$ cat src/rtl/game_pkg.sv
// Shared types and constants for the rhythm-game chart pipeline.
// State encoding, lane count and the chart end sentinel live here.
package game_pkg;

   localparam int LANES         = 4;
   localparam int DEF_FALL_DIV  = 800000;
   localparam int DEF_ROW_TICKS = 140;

   localparam logic [LANES-1:0] CHART_END = 4'hF;

   typedef enum logic [2:0] {
      IDLE,
      PRIME,
      PLAY,
      PAUSE,
      DONE
   } state_e;

endpackage

$ cat src/rtl/tick_prescaler.sv
// Modulo-DIV event counter: counts enabled cycles and pulses tc on the last one.
// Used both as the fall-tick prescaler and as the per-row tick counter.
module tick_prescaler #(
   parameter int DIV = 4,
   parameter int W   = (DIV > 1) ? $clog2(DIV) : 1
) (
   input  logic clk,
   input  logic rst,
   input  logic enable,
   input  logic clear,
   output logic tc
);

   logic [W-1:0] count;

   // NOTE: tc is combinational so the pulse lands in the terminal-count cycle itself.
   assign tc = enable && (count == W'(DIV - 1));

   // NOTE: sequential state uses non-blocking assignments only.
   always_ff @(posedge clk) begin
      if (rst || clear) begin
         count <= '0;
      end else if (enable) begin
         count <= tc ? '0 : count + 1'b1;
      end
   end

endmodule

$ cat src/rtl/chart_sequencer.sv
// Play-through sequencer for a 4-lane chart: start/pause/end FSM, fall-tick
// and row pacing, chart ROM addressing and spawn pulses.
module chart_sequencer
   import game_pkg::*;
#(
   parameter int FALL_DIV  = DEF_FALL_DIV,
   parameter int ROW_TICKS = DEF_ROW_TICKS,
   parameter int ADDR_W    = 11,
   parameter int CHART_LEN = 2048,
   parameter int ROM_LAT   = 1
) (
   input  logic              clk,
   input  logic              rst,
   input  logic              start,
   input  logic              pause,
   input  logic [1:0]        sw,
   output logic [1:0]        rom_sel,
   output logic [ADDR_W-1:0] rom_addr,
   input  logic [LANES-1:0]  rom_data,
   output logic              fall_tick,
   output logic              spawn_valid,
   output logic [LANES-1:0]  spawn_mask,
   output logic              playing,
   output logic              paused,
   output logic              done
);

   localparam int PW = (ROM_LAT > 0) ? $clog2(ROM_LAT + 1) : 1;

   state_e          state_q, state_d;
   logic [PW-1:0]   prime_cnt;
   logic            run, priming, row_end, is_end, last_addr, accept_start;

   assign run          = (state_q == PLAY);
   assign priming      = (state_q == PRIME);
   assign accept_start = start && ((state_q == IDLE) || (state_q == DONE));
   assign is_end       = (rom_data == CHART_END);
   assign last_addr    = (rom_addr == ADDR_W'(CHART_LEN - 1));

   tick_prescaler #(.DIV(FALL_DIV), .W($clog2(FALL_DIV))) u_fall (
      .clk    (clk),
      .rst    (rst),
      .enable (run),
      .clear  (priming),
      .tc     (fall_tick)
   );

   // Row counter advances once per fall step; its terminal count is the row boundary.
   tick_prescaler #(.DIV(ROW_TICKS), .W($clog2(ROW_TICKS + 1))) u_row (
      .clk    (clk),
      .rst    (rst),
      .enable (fall_tick),
      .clear  (priming),
      .tc     (row_end)
   );

   assign spawn_valid = row_end && !is_end;
   assign spawn_mask  = spawn_valid ? rom_data : '0;

   // NOTE: next-state defaults to the current state first, so no latch is inferred.
   always_comb begin
      state_d = state_q;
      case (state_q)
         IDLE, DONE: if (start) state_d = PRIME;
         PRIME:      if (prime_cnt == PW'(ROM_LAT)) state_d = PLAY;
         PLAY: begin
            if (row_end && (is_end || last_addr)) state_d = DONE;
            else if (pause)                       state_d = PAUSE;
         end
         PAUSE:      if (pause) state_d = PLAY;
         default:    state_d = IDLE;
      endcase
   end

   always_ff @(posedge clk) begin
      if (rst) begin
         state_q   <= IDLE;
         prime_cnt <= '0;
         rom_sel   <= '0;
         rom_addr  <= '0;
         playing   <= 1'b0;
         paused    <= 1'b0;
         done      <= 1'b0;
      end else begin
         state_q   <= state_d;
         playing   <= (state_d == PLAY);
         paused    <= (state_d == PAUSE);
         done      <= (state_d == DONE);
         prime_cnt <= priming ? prime_cnt + 1'b1 : '0;
         // The final row leaves the address parked rather than wrapping.
         if (accept_start) begin
            rom_sel  <= sw;
            rom_addr <= '0;
         end else if (spawn_valid && !last_addr) begin
            rom_addr <= rom_addr + 1'b1;
         end
      end
   end

endmodule

$ cat config.mk
export PLATFORM = sky130hd
export DESIGN_NAME = chart_sequencer
export DESIGN_NICKNAME = d
export VERILOG_FILES = /design/src/rtl/game_pkg.sv /design/src/rtl/tick_prescaler.sv /design/src/rtl/chart_sequencer.sv
export SDC_FILE = /design/constraint.sdc
export NUM_CORES = 1
export LEC_CHECK = 0
export ABC_AREA = 0
export ABC_CLOCK_PERIOD_IN_PS = 5900
export CORE_MARGIN = 2
export CORE_UTILIZATION = 60
export CTS_BUF_LIST = sky130_fd_sc_hd__clkbuf_8
export DETAILED_ROUTE_END_ITERATION = 10
export PLACE_DENSITY_LB_ADDON = 0.12
export SLEW_MARGIN = 40
export SYNTH_ARGS = -nofsm -noshare
export SYNTH_HDL_FRONTEND = slang
export SYNTH_SLANG_ARGS = --single-unit
$ cat constraint.sdc
create_clock -name clk -period 5.9 [get_ports clk]
set_input_delay 0.59 -clock clk [delete_from_list [all_inputs] [get_ports clk]]
set_output_delay 0.59 -clock clk [all_outputs]
set_load 0.005 [all_outputs]
; ---- Word-level counts from Yosys, hierarchy flattened
; Cells that the tools add are included.
[totals]
in_bits = 10
output_inout_bits = 22
elab_cells = 49
memories = 0
mem_bits_rw = 0
latchBits = 0
reg_bits = 48
romBits = 0
[classes]
n_reduce_logical = 15
mul = 0
n_bitwise = 1
order_cmp = 0
n_shift = 0
muxes = 9
add_sub_neg = 4
div = 0
n_eq_ne = 11
[ops]
columns = operator, n
row1 = $add 20x1->20 const B, 1
row2 = $eq 20x20->1 const B, 1
row3 = $mux 20, 1
row4 = $mux 3, 5
row5 = $eq 3x2->1 const B, 4
row6 = $pmux 3 s4, 1
row7 = $add 11x1->11 const B, 1
row8 = $eq 11x11->1 const B, 1
row9 = $add 8x1->8 const B, 1
row10 = $eq 8x8->1 const B, 1
row11 = $mux 8, 1
row12 = $eq 3x3->1 const B, 2
row13 = $logic_and 1x1->1, 6
row14 = $reduce_or 2->1, 3
row15 = $eq 4x4->1 const B, 1
row16 = $mux 4, 1
row17 = $eq 3x1->1 const B, 1
row18 = $logic_not 3->1, 1
row19 = $logic_or 1x1->1, 3
row20 = $logic_not 1->1, 2
row21 = $add 1x1->1 const B, 1
row22 = $not 1->1, 1

; ---- Depth between registers and ports, before layout
; Gate-level depths: netlist (run 1).
[depth]
depth_word = 7
depth_mapped = 9
mapped_depth_nobuf = 6

; ---- Modules after synthesis
; Synthesis (run 1) repeated with hierarchy kept, for this count alone.
[unflattened]
cells_unflattened = 272
hier_area_um2 = 2362.3
[modules_own_cells]
columns = mod, area_each_um2, cells_per_inst, seq_area_each_um2, instances
row1 = chart_sequencer, 989.7, 114, 400.4, 1
row2 = tick_prescaler (u_fall), 963.4, 115, 400.4, 1
row3 = tick_prescaler (u_row), 409.1, 43, 160.2, 1

; ---- Worst setup path after synthesis (run 1)
; OpenSTA, ideal clock, no wires.
[synth_path]
path_type = register to output
start = register state_q[1]
end = output spawn_mask[0]
slack_ns = 3.243
stages_incl_launch_ff = 7
t_required_ns = 5.310
path_buffers = 2
t_arrival_ns = 2.067
cell_sequence = dfxtp_1 > buf_4 > or3b_1 > or3_1 > buf_2 > nor4_1 > and2_1
[synth_via]
elab_chain_cells = 5
[synth_lines]
columns = item, line_no
row1 = start: declaration, chart_sequencer.sv:30  ; state_e state_q, state_d;
row2 = start signal: assignment, chart_sequencer.sv:85  ; state_q <= state_d;
row3 = $eq 3x2->1, chart_sequencer.sv:34  ; assign run = (state_q == PLAY);
row4 = $logic_and 1x1->1 (2 in a row), tick_prescaler.sv:17  ; assign tc = enable && (count == W'(DIV - 1));
row5 = $logic_and 1x1->1, chart_sequencer.sv:57  ; assign spawn_valid = row_end && !is_end;
row6 = via spawn_valid, chart_sequencer.sv:21  ; output logic spawn_valid,
row7 = $mux 4, chart_sequencer.sv:58  ; assign spawn_mask = spawn_valid ? rom_data : '0;
row8 = end: declaration, chart_sequencer.sv:22  ; output logic [LANES-1:0] spawn_mask,
; The timed path passes the listed nets, and every way through them passes these cells.

; ---- Final worst setup path (run 1)
[layout_path]
start = register state_q[1]
end = output spawn_mask[0]
[layout_via]
elab_chain_cells = 5
[layout_lines]
columns = item, line_no
row1 = $eq 3x2->1, chart_sequencer.sv:34
row2 = $logic_and 1x1->1 (2 in a row), tick_prescaler.sv:17
row3 = $logic_and 1x1->1, chart_sequencer.sv:57
row4 = $mux 4, chart_sequencer.sv:58
; Every way passes these cells.

==> results.md, run 1 <==
* Crit path DAT at 3290 ps
* Final Skew at 9.846 ps
* Cts hold-fix bufs at 0
* Ports at 32
* Final setup violation count at 0
* CTS tree: built
* Hpwl dp at 3344 microns
* Clock Pin Slew Worst Setup and Hold Paths at 80 ps
* Initial core utilization at 61.91%
* Cell taking the most area after synthesis: dfxtp_1
* Switch share at 23.34%
* Average wire per standard cell at 13.46 microns
* IO buf count at 31
* Startpoint Class: flip-flop
* Row cnt at 22
* Worst Setup End Kind: output port
* Comb pwr share at 7.0%
* Crit path cell chain: or3b_1, or3_1, nor4_1, and2_1, clkdlybuf4s50_1
* Synthesized cell area at 2250 sq um
* Final hold violation count at 0
* Ys async rst share at 0%
* Clock Sinks at 48
* Post-Syn Nets at 280
* Fin crit share at 65.81%
* Slew Viols, Final at 0
* GPL Wtd Cong at 0.8274
* Synth area leaders: dfxtp_1, xnor2_1, nor2_1
* GRT Util Overall at 24.28%
* Avg Inst Size Synth at 8.426 sq um
* Overflow after GRT at 0
* Worst vdd ir at 0.0001778 V
* Register area at 960.9 sq um
* Die W at 65.23 microns
* Setup TNS at 0 ps
* Synth Instances at 267
* First-pass GRT wire length at 8107 microns
* Power Dens Cells at 207.3 nW/um^2
* Post-route DRC violation count at 0
* Total power at 551.8 uW
* Worst path slowest cell: nor4_1
* Vias in the first global route at 1783
* Critical-path maximum fanout at 11
* Share of cells above drive strength 1 at 3.041%
* ANT cells at 0
* Clk pwr share at 33.0%
* Clock root buffer: clkbuf_8
* Cell variety after synth at 35
* Vias/cell at 5.703
* Sequential share of the synthesized area at 42.71%
* Outcome: finished clean
* Worst path max stage delay at 710 ps
* Clock Path Buffers at 2
* Slew HR at 50.02%
* H-tree Lvls at 2
* Layout net count at 309
* Drt first-iter violations at 141
* Unrepaired setup endpoints after global routing: false
* Yosys top cell area share at 42.71%
* Drt pass-1 iters at 4
* Reg power frac at 60.0%
* Synth warn at 0
* MaxCap Viol Count at 0
* Area of the die at 4255 sq um
* F_max at 257.5 MHz
* Pint at 423.0 uW
* Worst-margin pin slew at 742.8 ps
* Register bit total from synthesis at 48
* ANT nets after route at 0
* Vert. Die Dim at 65.23 microns
* Hold crit path type: flip-flop to flip-flop
* Post-CTS Setup Bufs at 0
* Synth-to-Final Area Change at 18.35%
* Post-synth EDFFs at 0
* Synth Flop Type: dfxtp_1
* Post-cts resize count at 0
* Largest net degree at the start of global routing at 19
* Worst EP required at 5310 ps
* Psw at 128.8 uW
* Fillers at 294
* Crit Path Class: flip-flop to output port
* Antenna violations before repair at 0
* Post-layout min period at 3883 ps
* Final wirelength at 4629 microns
* Multi-input combinational cell area at 1231 sq um
* Clock Latency Late Sink at 300 ps
* Core area at 3633 sq um
* Num CTS Buffers at 5
* P_leak at 0.8683 nW
* Vias at 1962
## metal layers
layer / up-vias / wire [microns] / global-route usage (%) / part of all wire [%]
li1: 1009 / - / - / -
met1: 898 / 2324 / 33.23 / 50
met2: 48 / 1976 / 37.12 / 43
met3: 7 / 249 / 5.993 / 5.4
met4: 0 / 79 / 8.854 / 1.7
met5: - / 0 / 0 / 0
## sequential cells by signal, summed over array words and instances, names as in the netlist
name          count
done              1
paused            1
playing           1
u_row.count       8
rom_sel           2
prime_cnt         1
u_fall.count     20
state_q           3
rom_addr         11
## power by group through the flow
| stage | logic (mW) | clock network (mW) | registers [mW] |
|---|---|---|---|
| after floorplan | 0.0246 | 0 | 0.337 |
| after global placement | 0.0381 | 0 | 0.338 |
| after detailed placement | 0.0389 | 0 | 0.338 |
| after CTS | 0.0389 | 0.186 | 0.331 |
| after global routing | 0.0432 | 0.201 | 0.332 |
| final | 0.0389 | 0.182 | 0.331 |
## kinds of logic after synthesis
group           count (synthesis)  share of synthesized area (%)
simple gates                  142                          32.76
flops                          48                          42.71
compound gates                 27                          7.230
xor+xnor                       25                          9.733
buf+inv                        15                          2.781
mux                             7                          3.115
fa+ha+maj                       3                          1.669
## cell usage in the layout (no fill, tap or decap), types with 2 or more instances in the layout
master / instances
dfxtp_1: 48
nor2_1: 35
clkdlybuf4s50_1: 31
nand2_1: 26
xnor2_1: 18
nand3_1: 17
nor4_1: 16
a21oi_1: 12
or3_1: 9
inv_1: 7
nor3_1: 7
xor2_1: 7
mux2i_1: 7
nand4_1: 6
and4_1: 5
and2_1: 5
o21ai_0: 5
clkbuf_8: 5
or4_1: 4
and3_1: 3
o31ai_1: 3
ha_1: 3
nor4b_1: 2
or2_2: 2
a211oi_1: 2
## path summary, 6_finish.rpt
kind | slack, ps | cells past startpoint | start | end
max | 2020 | 5 | state_q[1]$_SDFF_PP0_ | spawn_mask[0]
min | 480 | 1 | prime_cnt$_SDFF_PP0_ | prime_cnt$_SDFF_PP0_
max reg2reg | 2940 | 5 | state_q[1]$_SDFF_PP0_ | rom_addr[4]$_SDFFE_PP0P_
min reg2reg | 480 | 1 | prime_cnt$_SDFF_PP0_ | prime_cnt$_SDFF_PP0_
## worst max-delay path: cells and delay by family (launching register included)
kind          cells  cell delay [ps]
buf+inv           1              500
flops             1              470
simple gates      4             2020
## metrics by stage
stage / instances / utilization, % / cell area, sq um / hold slack [ps] / worst slack [ps]
3_5_place_dp: 337 / 71.14 / 2585 / 462.0 / 2330
6_report: 344 / 73.28 / 2663 / 480.5 / 2017
5_1_grt: 344 / 73.28 / 2663 / 484.3 / 1769
4_1_cts: 344 / 73.28 / 2663 / 473.3 / 1989
2_1_floorplan: 267 / - / 2250 / 424.1 / 3243
3_3_place_gp: 337 / 71.01 / 2580 / 448.8 / 2447
## cell usage after synthesis (7+ instances only)
library cell	n
a21oi_1	12
dfxtp_1	48
mux2i_1	7
nand2_1	26
nand3_1	17
nor2_1	35
nor3_1	8
nor4_1	16
or3_1	9
xnor2_1	18
xor2_1	7
## layout make-up
| class | instances | area share (%) |
|---|---|---|
| Multi-Input combinational cell | 204 | 46.24 |
| Sequential cell | 48 | 36.09 |
| Timing Repair Buffer | 31 | 11.65 |
| Clock buffer | 5 | 2.585 |
| Tap cell | 48 | 2.256 |
| Inverter | 6 | 0.8459 |
| Clock inverter | 2 | 0.3289 |
No activity file was read; power rests on OpenSTA's default activity.
==> inputs of run 2 (changes only) <==
Settings changed: ABC_CLOCK_PERIOD_IN_PS 5900 to 4000, CORE_UTILIZATION 60 to 56.
Clock period 5.9 ns to 4 ns, I/O delays scaled along.
==> results.md, run 2 (synthesized netlist as in run 1, its figures left out) <==
* Crit path cell chain: or3b_1, or3_1, nor4_1, and2_1, clkdlybuf4s50_1 (unchanged)
* Final hold violation count at 0 (unchanged)
* Overflow after GRT at 0 (unchanged)
* Min-delay src: prime_cnt$_SDFF_PP0_ (unchanged)
* Vert. Die Dim at 67.38 microns (was 65.23 microns)
* ANT nets after route at 0 (unchanged)
* Synth-to-Final Area Change at 19.13% (was 18.35%)
* Hold Path Depth at 1 (unchanged)
* F_max at 276.0 MHz
* CTS tree: built (unchanged)
* R2R depth at 5 (unchanged)
* Bufs and invs on worst path at 1 (unchanged)
* Final Skew at 2.176 ps (was 9.846 ps)
* Ports at 32 (unchanged)
* Final setup violation count at 0 (unchanged)
* Total power at 841.9 uW (was 551.8 uW)
* Worst EP required at 3600 ps (was 5310 ps)
* Worst vdd ir at 0.0002135 V (was 0.0001778 V)
* GRT Util Overall at 22.21% (was 24.28%)
* Vias/cell at 5.646 (was 5.703)
* Num CTS Buffers at 5 (unchanged)
* Cts hold-fix bufs at 0 (unchanged)
* Largest net degree at the start of global routing at 19 (unchanged)
* Setup TNS at 0 ps (unchanged)
* Share of cells above drive strength 1 at 3.704% (was 3.041%)
* Post-cts resize count at 0 (unchanged)
* Startpoint Class: flip-flop (unchanged)
* Core area at 3943 sq um (was 3633 sq um)
* Worst path max stage delay at 640 ps (was 710 ps)
* Clock root buffer: clkbuf_8 (unchanged)
* Vias in the first global route at 1752 (was 1783)
* Outcome: finished clean (unchanged)
* Crit path DAT at 3220 ps (was 3290 ps)
* Unrepaired setup endpoints after global routing: false (unchanged)
* Crit Path Class: flip-flop to output port (unchanged)
* Slew HR at 53.67% (was 50.02%)
* GPL Wtd Cong at 0.7830 (was 0.8274)
* Final worst slack at 377.4 ps (was 2017 ps)
* Post-CTS Setup Bufs at 0 (unchanged)
* Area of the die at 4540 sq um (was 4255 sq um)
* Final wirelength at 4601 microns (was 4629 microns)
* Reg-to-reg startpoint: state_q[1]$_SDFF_PP0_ (unchanged)
* ANT cells at 0 (unchanged)
* Placement Setup Slack at 682.9 ps (was 2330 ps)
* IO buf count at 31 (unchanged)
* Clock Latency Late Sink at 310 ps (was 300 ps)
* Worst path slowest cell: nor4_1 (unchanged)
* Largest register by flop count: u_fall.count (unchanged)
* Worst reg2reg path endpoint: rom_addr[3]$_SDFFE_PP0P_ (was rom_addr[4]$_SDFFE_PP0P_)
* Initial core utilization at 57.06% (was 61.91%)
* Min Hold Slack at 467.2 ps (was 480.5 ps)
* Antenna violations before repair at 0 (unchanged)
* Drt first-iter violations at 102 (was 141)
* Fin crit share at 90.57%
* Fillers at 341 (was 294)
* Die W at 67.38 microns (was 65.23 microns)
* Critical-path maximum fanout at 11 (unchanged)
* Clock Sinks at 48 (unchanged)
* Top Registers: u_fall.count (20), rom_addr (11), u_row.count (8) (unchanged)
* P_leak at 0.8635 nW (was 0.8683 nW)
* Slew Viols, Final at 0 (unchanged)
* Power Dens Cells at 314.1 nW/um^2 (was 207.3 nW/um^2)
* Clock Pin Slew Worst Setup and Hold Paths at 90 ps (was 80 ps)
* Hpwl dp at 3329 microns (was 3344 microns)
* Leading cell type in the layout, fill and taps excluded: dfxtp_1 (unchanged)
* Worst-margin pin slew at 689.6 ps (was 742.8 ps)
* Placed Area at 2587 sq um (was 2585 sq um)
* Critical path origin: state_q[1]$_SDFF_PP0_ (unchanged)
* Layout net count at 309 (unchanged)
* Drt pass-1 iters at 4 (unchanged)
* Reg2reg setup slack at 1080 ps (was 2940 ps)
* Post-layout min period at 3623 ps
* Worst Hold Path EP: prime_cnt$_SDFF_PP0_ (unchanged)
* Delay-heaviest family, CP: simple AND/OR/NAND/NOR gates (unchanged)
* Clock Path Buffers at 2 (unchanged)
* Hold crit path type: flip-flop to flip-flop (unchanged)
* Post-route DRC violation count at 0 (unchanged)
* First-pass GRT wire length at 7659 microns (was 8107 microns)
* Row cnt at 23 (was 22)
* Most frequent cells in the layout: dfxtp_1, nor2_1, clkdlybuf4s50_1, nand2_1, xnor2_1 (unchanged)
* Worst Setup End Kind: output port (unchanged)
* Average wire per standard cell at 13.26 microns (was 13.46 microns)
* MaxCap Viol Count at 0 (unchanged)
* Max reg flops at 20 (unchanged)
* H-tree Lvls at 2 (unchanged)
* Final Instance Area at 2680 sq um (was 2663 sq um)
* Vias at 1959 (was 1962)
-- run 2: power breakdown --
| part | total, mW | internal [mW] | switching, mW |
|---|---|---|---|
| Sequential | 0.488 | 0.483 | 0.00513 |
| Clock | 0.297 | 0.124 | 0.173 |
| Combinational | 0.0572 | 0.0247 | 0.0325 |
-- run 2: metrics by stage --
| stage | std cells | utilization [%] |
|---|---|---|
| finish | 347 | 67.98 |
| global route | 347 | 67.98 |
| CTS | 347 | 67.98 |
| detailed placement | 339 | 65.63 |
| global placement | 339 | 65.50 |
| floorplan | 267 | - |
-- run 2: layout make-up --
type | count | area [sq um] | share of cell area (%)
sequential | 48 | 960.9 | 35.85
clock buffer | 5 | 68.82 | 2.568
multi-input combinational | 204 | 1231 | 45.94
inverter | 6 | 22.52 | 0.8403
tap | 50 | 62.56 | 2.334
clock inverter | 3 | 23.77 | 0.8870
timing repair buffer | 31 | 310.3 | 11.58
-- run 2: worst reg2reg max path, cell delays in order, from the launching register on --
cell and delay (ps):
dfxtp_1 460, or3b_1 530, or3_1 570, or3_1 630, or4_1 530, a21oi_1 140
-- run 2: routing by layer --
layer  track usage, %  vias up  part of all wire (%)
met5                0        -                     0
met4            6.888        0                   1.7
met3            7.000        8                   4.5
met2            38.49       40                    47
met1            26.09      909                    47
li1                 -     1002                     -
-- run 2: worst max-delay path by stage --
stage,to,slack (ps),cells after the start
final,spawn_mask[2],380,5
after global routing,spawn_mask[1],170,5
after CTS,spawn_mask[2],350,5
after detailed placement,spawn_mask[2],680,5
after global placement,spawn_mask[1],740,5
after floorplan,spawn_mask[0],1530,6
